--- src/rtl/sram_port_arbiter_pkg.sv ---
// Shared constants for the IF/MEM SRAM port arbiter.
// Source ids, FSM encodings and the grant-selection rule.
package sram_port_arbiter_pkg;

  localparam logic SRC_INST = 1'b0;
  localparam logic SRC_DATA = 1'b1;

  localparam logic [0:0] ARB_IDLE   = 1'b0;
  localparam logic [0:0] ARB_LOCKED = 1'b1;

  // data wins unless inst has waited out a full streak
  function automatic logic pick_src(
    input logic inst_req,
    input logic data_req,
    input logic streak_hit
  );
    return (data_req && !(inst_req && streak_hit))
           ? SRC_DATA : SRC_INST;
  endfunction

endpackage

--- src/rtl/sram_port_arbiter_if.sv ---
// Like-SRAM request/response bundle.
// master drives the request, slave answers it.
interface sram_port_arbiter_if #(
  parameter int ADDR_W = 32,
  parameter int DATA_W = 32
);
  logic                  req;
  logic                  wr;
  logic [1:0]            size;
  logic [ADDR_W-1:0]     addr;
  logic [DATA_W/8-1:0]   wstrb;
  logic [DATA_W-1:0]     wdata;
  logic                  addr_ok;
  logic                  data_ok;
  logic [DATA_W-1:0]     rdata;

  modport master (
    output req, wr, size, addr, wstrb, wdata,
    input  addr_ok, data_ok, rdata
  );

  modport slave (
    input  req, wr, size, addr, wstrb, wdata,
    output addr_ok, data_ok, rdata
  );
endinterface

--- src/rtl/sram_port_arbiter_arb_id_fifo.sv ---
// In-order tracker of outstanding request sources.
// 1-bit wide, DEPTH-deep (power of 2) synchronous FIFO.
module arb_id_fifo #(
  parameter  int DEPTH = 4,
  localparam int AW    = $clog2(DEPTH),
  localparam int CW    = AW + 1
) (
  input  logic          clk,
  input  logic          resetn,
  input  logic          push,
  input  logic          din,
  input  logic          pop,
  output logic          head,
  output logic [CW-1:0] count,
  output logic          full,
  output logic          empty
);

  logic [DEPTH-1:0] r_mem;
  logic [AW-1:0]    r_wp;
  logic [AW-1:0]    r_rp;
  logic [CW-1:0]    r_cnt;
  logic             w_push;
  logic             w_pop;

  assign full   = (r_cnt == CW'(DEPTH));
  assign empty  = (r_cnt == '0);
  assign count  = r_cnt;
  assign head   = r_mem[r_rp];
  assign w_push = push & ~full;
  assign w_pop  = pop & ~empty;

  always_ff @(posedge clk) begin
    if (!resetn) begin
      r_wp  <= '0;
      r_rp  <= '0;
      r_cnt <= '0;
    end else begin
      if (w_push) begin
        r_mem[r_wp] <= din;
        r_wp        <= r_wp + AW'(1);
      end
      if (w_pop) r_rp <= r_rp + AW'(1);
      case ({w_push, w_pop})
        2'b10:   r_cnt <= r_cnt + CW'(1);
        2'b01:   r_cnt <= r_cnt - CW'(1);
        default: r_cnt <= r_cnt;
      endcase
    end
  end

endmodule

--- src/rtl/sram_port_arbiter.sv ---
// Shares one like-SRAM port between the IF (inst) and EXE/MEM (data)
// requesters; responses are routed back in acceptance order.
module sram_port_arbiter
  import sram_port_arbiter_pkg::*;
#(
  parameter int ADDR_W      = 32,
  parameter int DATA_W      = 32,
  parameter int OUTSTANDING = 4,
  parameter int STREAK_MAX  = 4
) (
  input  logic                clk,
  input  logic                resetn,
  sram_port_arbiter_if.slave  i_port,
  sram_port_arbiter_if.slave  d_port,
  sram_port_arbiter_if.master m_port,
  output logic                err_orphan
);

  localparam int CW = $clog2(OUTSTANDING) + 1;
  localparam int SW = $clog2(STREAK_MAX + 1);

  logic [0:0]    r_state;
  logic          r_src;
  logic [SW-1:0] r_streak;
  logic          r_err;

  logic          w_full;
  logic          w_empty;
  logic          w_head;
  logic [CW-1:0] w_count;
  logic          w_sel;
  logic          w_req;
  logic          w_acc;
  logic          w_pop;
  logic          w_orphan;
  logic          w_hit;

  assign w_hit = (r_streak == SW'(STREAK_MAX));

  // full is sampled before any same-cycle pop: no data_ok->req path
  always_comb begin
    w_sel = r_src;
    w_req = 1'b0;
    if (r_state == ARB_LOCKED) begin
      w_req = resetn;
    end else begin
      w_sel = pick_src(i_port.req, d_port.req, w_hit);
      w_req = resetn & ~w_full & (i_port.req | d_port.req);
    end
  end

  assign m_port.req   = w_req;
  assign m_port.wr    = w_sel ? d_port.wr    : i_port.wr;
  assign m_port.size  = w_sel ? d_port.size  : i_port.size;
  assign m_port.addr  = w_sel ? d_port.addr  : i_port.addr;
  assign m_port.wstrb = w_sel ? d_port.wstrb : i_port.wstrb;
  assign m_port.wdata = w_sel ? d_port.wdata : i_port.wdata;

  assign w_acc          = w_req & m_port.addr_ok;
  assign i_port.addr_ok = w_acc & (w_sel == SRC_INST);
  assign d_port.addr_ok = w_acc & (w_sel == SRC_DATA);

  assign w_pop          = resetn & m_port.data_ok & ~w_empty;
  assign w_orphan       = m_port.data_ok & w_empty;
  assign i_port.data_ok = w_pop & (w_head == SRC_INST);
  assign d_port.data_ok = w_pop & (w_head == SRC_DATA);
  assign i_port.rdata   = m_port.rdata;
  assign d_port.rdata   = m_port.rdata;
  assign err_orphan     = r_err;

  arb_id_fifo #(
    .DEPTH (OUTSTANDING)
  ) u_ids (
    .clk    (clk),
    .resetn (resetn),
    .push   (w_acc),
    .din    (w_sel),
    .pop    (w_pop),
    .head   (w_head),
    .count  (w_count),
    .full   (w_full),
    .empty  (w_empty)
  );

  always_ff @(posedge clk) begin
    if (!resetn) begin
      r_state  <= ARB_IDLE;
      r_src    <= SRC_INST;
      r_streak <= '0;
      r_err    <= 1'b0;
    end else begin
      if (r_state == ARB_IDLE && w_req && !m_port.addr_ok) begin
        r_state <= ARB_LOCKED;
        r_src   <= w_sel;
      end else if (w_acc) begin
        r_state <= ARB_IDLE;
      end
      if (!i_port.req)
        r_streak <= '0;
      else if (w_acc && w_sel == SRC_INST)
        r_streak <= '0;
      else if (w_acc && !w_hit)
        r_streak <= r_streak + SW'(1);
      if (w_orphan) r_err <= 1'b1;
    end
  end

  a_count: assert property (
    @(posedge clk) disable iff (!resetn)
    w_count <= CW'(OUTSTANDING)
  );

  a_hold: assert property (
    @(posedge clk) disable iff (!resetn)
    (r_state == ARB_LOCKED) |->
      (r_src ? d_port.req : i_port.req)
  );

endmodule

--- src/flat_wrapper.sv ---
// flat-port wrapper written by rule: the top's interface ports become plain ports
module sram_port_arbiter_flat import sram_port_arbiter_pkg::*;
#(
  parameter int ADDR_W      = 32,
  parameter int DATA_W      = 32,
  parameter int OUTSTANDING = 4,
  parameter int STREAK_MAX  = 4
)
  (clk, resetn, err_orphan, i_port_req, i_port_wr, i_port_size, i_port_addr, i_port_wstrb, i_port_wdata, i_port_addr_ok, i_port_data_ok, i_port_rdata, d_port_req, d_port_wr, d_port_size, d_port_addr, d_port_wstrb, d_port_wdata, d_port_addr_ok, d_port_data_ok, d_port_rdata, m_port_req, m_port_wr, m_port_size, m_port_addr, m_port_wstrb, m_port_wdata, m_port_addr_ok, m_port_data_ok, m_port_rdata);
  sram_port_arbiter_if #(.ADDR_W(ADDR_W), .DATA_W(DATA_W)) i_port_i ();
  sram_port_arbiter_if #(.ADDR_W(ADDR_W), .DATA_W(DATA_W)) d_port_i ();
  sram_port_arbiter_if #(.ADDR_W(ADDR_W), .DATA_W(DATA_W)) m_port_i ();
  input  logic clk;
  input  logic resetn;
  output logic err_orphan;
  input wire logic [$bits(i_port_i.req)-1:0] i_port_req;
  input wire logic [$bits(i_port_i.wr)-1:0] i_port_wr;
  input wire logic [$bits(i_port_i.size)-1:0] i_port_size;
  input wire logic [$bits(i_port_i.addr)-1:0] i_port_addr;
  input wire logic [$bits(i_port_i.wstrb)-1:0] i_port_wstrb;
  input wire logic [$bits(i_port_i.wdata)-1:0] i_port_wdata;
  output wire logic [$bits(i_port_i.addr_ok)-1:0] i_port_addr_ok;
  output wire logic [$bits(i_port_i.data_ok)-1:0] i_port_data_ok;
  output wire logic [$bits(i_port_i.rdata)-1:0] i_port_rdata;
  input wire logic [$bits(d_port_i.req)-1:0] d_port_req;
  input wire logic [$bits(d_port_i.wr)-1:0] d_port_wr;
  input wire logic [$bits(d_port_i.size)-1:0] d_port_size;
  input wire logic [$bits(d_port_i.addr)-1:0] d_port_addr;
  input wire logic [$bits(d_port_i.wstrb)-1:0] d_port_wstrb;
  input wire logic [$bits(d_port_i.wdata)-1:0] d_port_wdata;
  output wire logic [$bits(d_port_i.addr_ok)-1:0] d_port_addr_ok;
  output wire logic [$bits(d_port_i.data_ok)-1:0] d_port_data_ok;
  output wire logic [$bits(d_port_i.rdata)-1:0] d_port_rdata;
  output wire logic [$bits(m_port_i.req)-1:0] m_port_req;
  output wire logic [$bits(m_port_i.wr)-1:0] m_port_wr;
  output wire logic [$bits(m_port_i.size)-1:0] m_port_size;
  output wire logic [$bits(m_port_i.addr)-1:0] m_port_addr;
  output wire logic [$bits(m_port_i.wstrb)-1:0] m_port_wstrb;
  output wire logic [$bits(m_port_i.wdata)-1:0] m_port_wdata;
  input wire logic [$bits(m_port_i.addr_ok)-1:0] m_port_addr_ok;
  input wire logic [$bits(m_port_i.data_ok)-1:0] m_port_data_ok;
  input wire logic [$bits(m_port_i.rdata)-1:0] m_port_rdata;
  assign i_port_i.req = i_port_req;
  assign i_port_i.wr = i_port_wr;
  assign i_port_i.size = i_port_size;
  assign i_port_i.addr = i_port_addr;
  assign i_port_i.wstrb = i_port_wstrb;
  assign i_port_i.wdata = i_port_wdata;
  assign i_port_addr_ok = i_port_i.addr_ok;
  assign i_port_data_ok = i_port_i.data_ok;
  assign i_port_rdata = i_port_i.rdata;
  assign d_port_i.req = d_port_req;
  assign d_port_i.wr = d_port_wr;
  assign d_port_i.size = d_port_size;
  assign d_port_i.addr = d_port_addr;
  assign d_port_i.wstrb = d_port_wstrb;
  assign d_port_i.wdata = d_port_wdata;
  assign d_port_addr_ok = d_port_i.addr_ok;
  assign d_port_data_ok = d_port_i.data_ok;
  assign d_port_rdata = d_port_i.rdata;
  assign m_port_req = m_port_i.req;
  assign m_port_wr = m_port_i.wr;
  assign m_port_size = m_port_i.size;
  assign m_port_addr = m_port_i.addr;
  assign m_port_wstrb = m_port_i.wstrb;
  assign m_port_wdata = m_port_i.wdata;
  assign m_port_i.addr_ok = m_port_addr_ok;
  assign m_port_i.data_ok = m_port_data_ok;
  assign m_port_i.rdata = m_port_rdata;
  sram_port_arbiter #(.ADDR_W(ADDR_W), .DATA_W(DATA_W), .OUTSTANDING(OUTSTANDING), .STREAK_MAX(STREAK_MAX)) u_core (.clk(clk), .resetn(resetn), .i_port(i_port_i), .d_port(d_port_i), .m_port(m_port_i), .err_orphan(err_orphan));
endmodule
--- config.mk ---
export PLATFORM = sky130hd
export DESIGN_NAME = sram_port_arbiter_flat
export DESIGN_NICKNAME = d
export VERILOG_FILES = /design/src/rtl/sram_port_arbiter_pkg.sv /design/src/rtl/sram_port_arbiter_if.sv /design/src/rtl/sram_port_arbiter_arb_id_fifo.sv /design/src/rtl/sram_port_arbiter.sv /design/src/flat_wrapper.sv
export SDC_FILE = /design/constraint.sdc
export NUM_CORES = 1
export LEC_CHECK = 0
export CORE_AREA = 2 2 123 125
export DETAILED_ROUTE_END_ITERATION = 8
export DIE_AREA = 0 0 125 127
export DONT_BUFFER_PORTS = 1
export PLACE_DENSITY = 0.31
export SETUP_SLACK_MARGIN = 0.5
export SLEW_MARGIN = 20
export SYNTH_ARGS = -nofsm -noshare
export SYNTH_HDL_FRONTEND = slang
export SYNTH_SLANG_ARGS = --single-unit
export TNS_END_PERCENT = 50
--- constraint.sdc ---
create_clock -name clk -period 4.7 [get_ports clk]
set_input_delay 0.47 -clock clk [delete_from_list [all_inputs] [get_ports clk]]
set_output_delay 0.47 -clock clk [all_outputs]
set_load 0.03 [all_outputs]
Word level (Yosys, flattened, before mapping)
Cells that the tools add are included.
{"block": "word_totals", "ff_bits": 17, "in_bits": 180, "wordCells": 71}
{"block": "classes", "add_sub_neg": 5, "order_cmp": 3, "n_eq_ne": 4, "muxes": 16, "n_bitwise": 20, "n_reduce_logical": 15}
{"operator": "$mux W32", "n": 2}
{"operator": "$and A1 B1 Y1", "n": 12}
{"operator": "$mux W1", "n": 8}
{"operator": "$logic_and A1 B1 Y1", "n": 7}
{"operator": "$not A1 Y1", "n": 7}
{"operator": "$add A3 B1 Y3 const B", "n": 2}
{"operator": "$eq A3 B3 Y1 const B", "n": 2}
{"operator": "$lt A2 B3 Y1 const B", "n": 2}
{"operator": "$pmux W3 S2", "n": 1}
{"operator": "$add A2 B1 Y2 const B", "n": 2}
{"operator": "$bwmux W4", "n": 1}
{"operator": "$mux W4", "n": 1}
{"operator": "$reduce_bool A2 Y1", "n": 2}
{"operator": "$logic_not A1 Y1", "n": 3}
{"operator": "$logic_not A3 Y1", "n": 1}
{"operator": "$reduce_or A3 Y1", "n": 1}
{"operator": "$sub A3 B1 Y3 const B", "n": 1}
{"operator": "$bmux W1 S2", "n": 1}
{"operator": "$demux W1 S2", "n": 1}
{"operator": "$eq A2 B1 Y1 const B", "n": 1}
{"operator": "$eq A2 B2 Y1 const B", "n": 1}
{"operator": "$ge A2 B1 Y1 const B", "n": 1}
{"operator": "$mux W2", "n": 1}
{"operator": "$reduce_and A2 Y1", "n": 1}
{"operator": "$or A1 B1 Y1", "n": 1}

Longest topological paths before layout
{"block": "logic_depth", "depth_word": 9, "depth_mapped": 9, "depth_no_buf": 8}

By module
Synthesis repeated with hierarchy kept, for this count alone.
{"block": "unflattened", "hier_cells": 393, "area_unflattened_um2": 2318.5}
{"mod": "sram_port_arbiter", "n_inst": 1, "cells_per_inst": 337, "area_per_inst_um2": 1720.4, "seq_area_each_um2": 120.1}
{"mod": "arb_id_fifo", "n_inst": 1, "cells_per_inst": 56, "area_per_inst_um2": 598.1, "seq_area_each_um2": 260.2}

Worst setup path before layout
No wires, ideal clock.
{"block": "synth_path", "kind": "input port to flip-flop", "start": "in m_port_addr_ok", "end": "reg u_core.u_ids.r_cnt[2], in the netlist u_core.u_ids.count[2]", "setup_time_ns": 0.071, "arrival_ns": 2.500, "slack_ns": 2.129, "cell_stages": 9, "cell_sequence": "buf_1 -> nand2_1 -> a211oi_1 -> inv_1 -> ha_1 -> fa_1 -> xnor2_1 -> or3_1 -> a21oi_1"}
{"block": "synth_between", "elab_chain_cells": 4, "elab_cells_between_ends": 6}
{"element": "start: declaration", "line": "flat_wrapper.sv:40", "rtl": "input wire logic [$bits(m_port_i.addr_ok)-1:0] m_port_addr_ok;"}
{"element": "$and A1 B1 Y1 *", "line": "sram_port_arbiter.sv:59", "rtl": "assign w_acc = w_req & m_port.addr_ok;"}
{"element": "$and A1 B1 Y1 *", "line": "sram_port_arbiter_arb_id_fifo.sv:30", "rtl": "assign w_push = push & ~full;"}
{"element": "$eq A2 B1 Y1 / $eq A2 B2 Y1 (equally long branches)", "line": "sram_port_arbiter_arb_id_fifo.sv:44", "rtl": "case ({w_push, w_pop})"}
{"element": "$pmux W3 S2 / $reduce_bool A2 Y1 (equally long branches)"}
{"element": "end signal: assignment", "line": "sram_port_arbiter_arb_id_fifo.sv:45", "rtl": "2'b10: r_cnt <= r_cnt + CW'(1);"}
{"element": "end signal: assignment", "line": "sram_port_arbiter_arb_id_fifo.sv:46", "rtl": "2'b01: r_cnt <= r_cnt - CW'(1);"}
{"element": "end signal: assignment", "line": "sram_port_arbiter_arb_id_fifo.sv:47", "rtl": "default: r_cnt <= r_cnt;"}
{"element": "end: declaration", "line": "sram_port_arbiter_arb_id_fifo.sv:22", "rtl": "logic [CW-1:0] r_cnt;"}
Every way passes the cells marked *; elsewhere a longest branch is shown, timed or not.
A chain may end at the register's enable or synchronous reset.

Worst setup path in the final report
{"block": "layout_path", "start": "reg u_core.r_streak[0]", "end": "out m_port_wdata[6]"}
{"block": "layout_between", "elab_chain_cells": 7}
{"element": "start: declaration", "line": "sram_port_arbiter.sv:24", "rtl": "logic [SW-1:0] r_streak;"}
{"element": "start signal: assignment", "line": "sram_port_arbiter.sv:103", "rtl": "r_streak <= r_streak + SW'(1);"}
{"element": "$eq A3 B3 Y1", "line": "sram_port_arbiter.sv:38", "rtl": "assign w_hit = (r_streak == SW'(STREAK_MAX));"}
{"element": "$logic_and A1 B1 Y1", "line": "sram_port_arbiter_pkg.sv:17", "rtl": "return (data_req && !(inst_req && streak_hit))"}
{"element": "$logic_not A1 Y1", "line": "sram_port_arbiter_pkg.sv:17"}
{"element": "$logic_and A1 B1 Y1", "line": "sram_port_arbiter_pkg.sv:17"}
{"element": "$mux W1", "line": "sram_port_arbiter_pkg.sv:18", "rtl": "? SRC_DATA : SRC_INST;"}
{"element": "$mux W1", "line": "sram_port_arbiter.sv:44", "rtl": "if (r_state == ARB_LOCKED) begin"}
{"element": "$mux W32", "line": "sram_port_arbiter.sv:57", "rtl": "assign m_port.wdata = w_sel ? d_port.wdata : i_port.wdata;"}
{"element": "end: declaration", "line": "flat_wrapper.sv:39", "rtl": "output wire logic [$bits(m_port_i.wdata)-1:0] m_port_wdata;"}
No other way between the ends.

==> results.md <==
* Run status: completed
* Hold/Removal Path Class: in -> reg
* Vias/cell at 3.95
* FMAX at roughly 0.35 GHz
* Worst Path Arrival at between 2 and 2.5 ns
* CP Capture Type: primary output
* Logic pwr share at 0.444
* Yosys warnings at 0
* DIE AREA at between 0.015 and 0.02 sq mm
* Crit Path Class: reg -> out
* Net Sw Power at around 0.27 mW
* Async SR Flop Fraction at 0
* Worst VDD drop at ~0.15 mV
* PnR worst setup slack at roughly 1.8 ns
* Required time worst endpoint at roughly 4.2 ns
* Root buffer cell: clkbuf_16
* Max-Cap Viols at 0
* Crit-path max FO at 54
* Internal power at between 0.3 and 0.4 mW
* Initial antenna violation count at 0
* Slew @ Worst Pin at a little under 0.9 ns
* Nets at 360
* Final Hold Fails at 0
* PortBufs at 0
* HP Start: m_port_addr_ok
* Hold Path Sink: u_core.r_state
* Clock Path Buffers at 2
* Post-CTS sizing at 0
* R2r startpoint: u_core.r_state
* Remaining DRCs at 0
* Min cycle time layout at around 2.9 ns
* Worst setup SP type: register
* Number of flops mapped to enable cells by yosys at 4
* Ports at 321
* Area Overhead vs Synth at -8.63%
* Gr usage total at 0.0789
* Final setup TNS at 0 ns
* Antenna Nets Post-Route at 0
* Number of distinct library cells after synthesis at 33
* Pleak at between 0.6 and 0.7 nW
* GP Congestion at between 0.7 and 0.8
* Hold-fix buffers, CTS at 0
* Yosys reg bits at 17
* Commonest register cell after synthesis: dfxtp_1
* Worst R2R Path Depth at 8
* Fin crit share at 0.612
* Clock network power share at 0.282
* # rows at between 40 and 50
* Core area at 0.0144 sq mm
* Final-report setup violation count at 0
* Clock Latency Late Sink at ~0.25 ns
* Gr ovfl total at 0
* Share of cells above drive strength 1 at 0.480
* Skew final at between 0.003 and 0.004 ns
* Seq/Total Area, Yosys at 0.170
* RSZ-0062 raised after global routing: false
* Slew Viols, Final at 0
* Drt wl/cell at roughly 21 um
* H-Tree Level Count at 1
* Power density cells at just over 300 mW/mm^2
* Final wirelength at around 7.5 mm
* Power Total at 0.622 mW
* Clock slew at reported path FFs at 0.05 ns
* First-pass GRT wire length at 9.39 mm
* Slew HR at 0.419
* Starting DRT DRC Count at between 50 and 60
* Num CTS Buffers at 3
* Initial Utilization at 0.155
* Antenna cells at 0
* Switching Fraction at 0.431
* Average cell area after synthesis at about 9.4 sq um
* Hold Path Depth at 1
* Vias in the first global route at between 1000 and 1500
* Die span in y at around 130 um
* FILL cells at between 1500 and 2000
* Clk sinks at 17
* Cells after DPL at 351
* DP HPWL at 6.51 mm
* TritonCTS clock tree: done
* Drt first pass iters at 4
* Pre-CTS setup slack at slightly below 2 ns
* Post-CTS Setup Bufs at 0
* RR Endpoint: u_core.u_ids.count[2]
* Worst R2R Setup Slack at 1.98 ns
* Largest net degree at the start of global routing at 55
* Synthesized area at roughly 0.0022 sq mm
* Post-synth net total at 426
* Layout Cells excl Fill at ~360
* Via count at ~1400
* Sequential Power Share at 0.274
* Die Span X at 125 um
* Cells after Synth at ~240
[worst max path at each step]
stage | from | endpoint | slack (ns) | depth (start not counted)
floorplan | m_port_addr_ok | u_core.u_ids.count[2] | 2.13 | 9
global placement | u_core.r_state | u_core.u_ids.count[2] | 1.96 | 8
detailed placement | u_core.r_state | u_core.u_ids.count[2] | 1.96 | 8
CTS | u_core.r_streak[0] | m_port_wdata[6] | 1.80 | 6
global route | u_core.r_streak[0] | m_port_wdata[6] | 1.69 | 6
finish | u_core.r_streak[0] | m_port_wdata[6] | 1.82 | 6
[through the flow]
| stage | area (sq um) | util | hold slack [ns] |
|---|---|---|---|
| finish | 2040 | 0.141 | 0.292 |
| detailed placement | 1960 | 0.136 | 0.491 |
| global placement | 1960 | 0.136 | 0.494 |
| global route | 2040 | 0.141 | 0.290 |
| floorplan | 2230 | - | 0.461 |
| CTS | 2040 | 0.141 | 0.290 |
[state kept, by name, summed over array words and instances (netlist names)]
| name | cells |
|---|---|
| u_core.err_orphan | 1 |
| u_core.r_src | 1 |
| u_core.r_state | 1 |
| u_core.r_streak | 3 |
| u_core.u_ids.count | 3 |
| u_core.u_ids.r_mem | 4 |
| u_core.u_ids.r_rp | 2 |
| u_core.u_ids.r_wp | 2 |
[synthesized netlist by cell type, drive strengths merged (2+ instances only)]
cell,count,share of area
a21oi,5,0.011
and2,5,0.014
and3,2,0.0056
buf,73,0.24
clkbuf,2,0.0034
dfxtp,13,0.12
edfxtp,4,0.054
ha,7,0.039
inv,8,0.013
mux2,71,0.36
mux2i,2,0.0090
nand2,7,0.012
nand4,2,0.0056
nor2,8,0.013
nor3,4,0.0090
nor4,2,0.0056
o21ai,5,0.011
o31ai,2,0.0090
or3,3,0.0084
xnor2,2,0.0078
xor2,2,0.0078
[cell usage in the layout (no fill, tap or decap)]
master,Yosys,routed
mux4_2,1,1
nor2_1,8,8
nand3_1,1,1
ha_1,7,7
inv_1,8,8
o311ai_1,1,1
nor2b_1,1,1
nor4_1,2,2
xnor2_1,2,2
o31ai_1,1,1
nand2_1,7,7
mux2_2,71,71
a21oi_1,5,5
clkbuf_16,0,3
xor2_1,2,2
or3_1,3,3
nor3_1,4,4
fa_1,1,1
buf_4,69,4
nand4_1,2,2
o31ai_4,0,1
o311a_1,1,1
nor4b_2,1,1
clkinvlp_4,0,1
a211oi_1,1,1
dfxtp_1,13,13
and2_1,5,5
edfxtp_1,4,4
o21ai_0,5,5
or2_1,1,1
mux2i_1,2,2
and3_1,2,2
[cell type report]
cell class,count,area (sq um),area share
clock inverters,1,7.51,0.00368
inverters,8,30.0,0.0147
flip-flops and latches,17,380,0.187
well taps,184,230,0.113
repair buffers,4,30.0,0.0147
multi-input cells,138,1290,0.631
clock buffers,3,75.1,0.0368
[critical path, stage by stage, from the launching register on]
cell,delay [ns]
dfxtp_1,0.36
inv_1,0.06
ha_1,0.20
and3_1,0.22
o31ai_4,0.19
buf_4,0.54
mux2_2,0.52
[layer usage]
| layer | wire length [um] | global-route usage | part of all wire |
|---|---|---|---|
| met1 | 2540 | 0.0873 | 0.34 |
| met4 | 15 | 0.0105 | 0.0020 |
| met5 | 0 | 0 | 0 |
| met2 | 4260 | 0.155 | 0.57 |
| met3 | 647 | 0.0197 | 0.087 |
[power by group through the flow]
stage / logic, mW / clock network (mW) / registers (mW)
6_report: 0.276 / 0.176 / 0.170
5_1_grt: 0.290 / 0.189 / 0.172
3_5_place_dp: 0.280 / 0 / 0.174
2_1_floorplan: 0.348 / 0 / 0.172
4_1_cts: 0.283 / 0.181 / 0.171
3_3_place_gp: 0.283 / 0 / 0.174
[cell families after synthesis]
group | share of synthesized area
buf+inv | 0.257
mux | 0.377
simple gates | 0.0880
flops | 0.170
compound gates | 0.0432
fa+ha+maj | 0.0482
xor+xnor | 0.0157
Power figures use the tool's default switching activity.
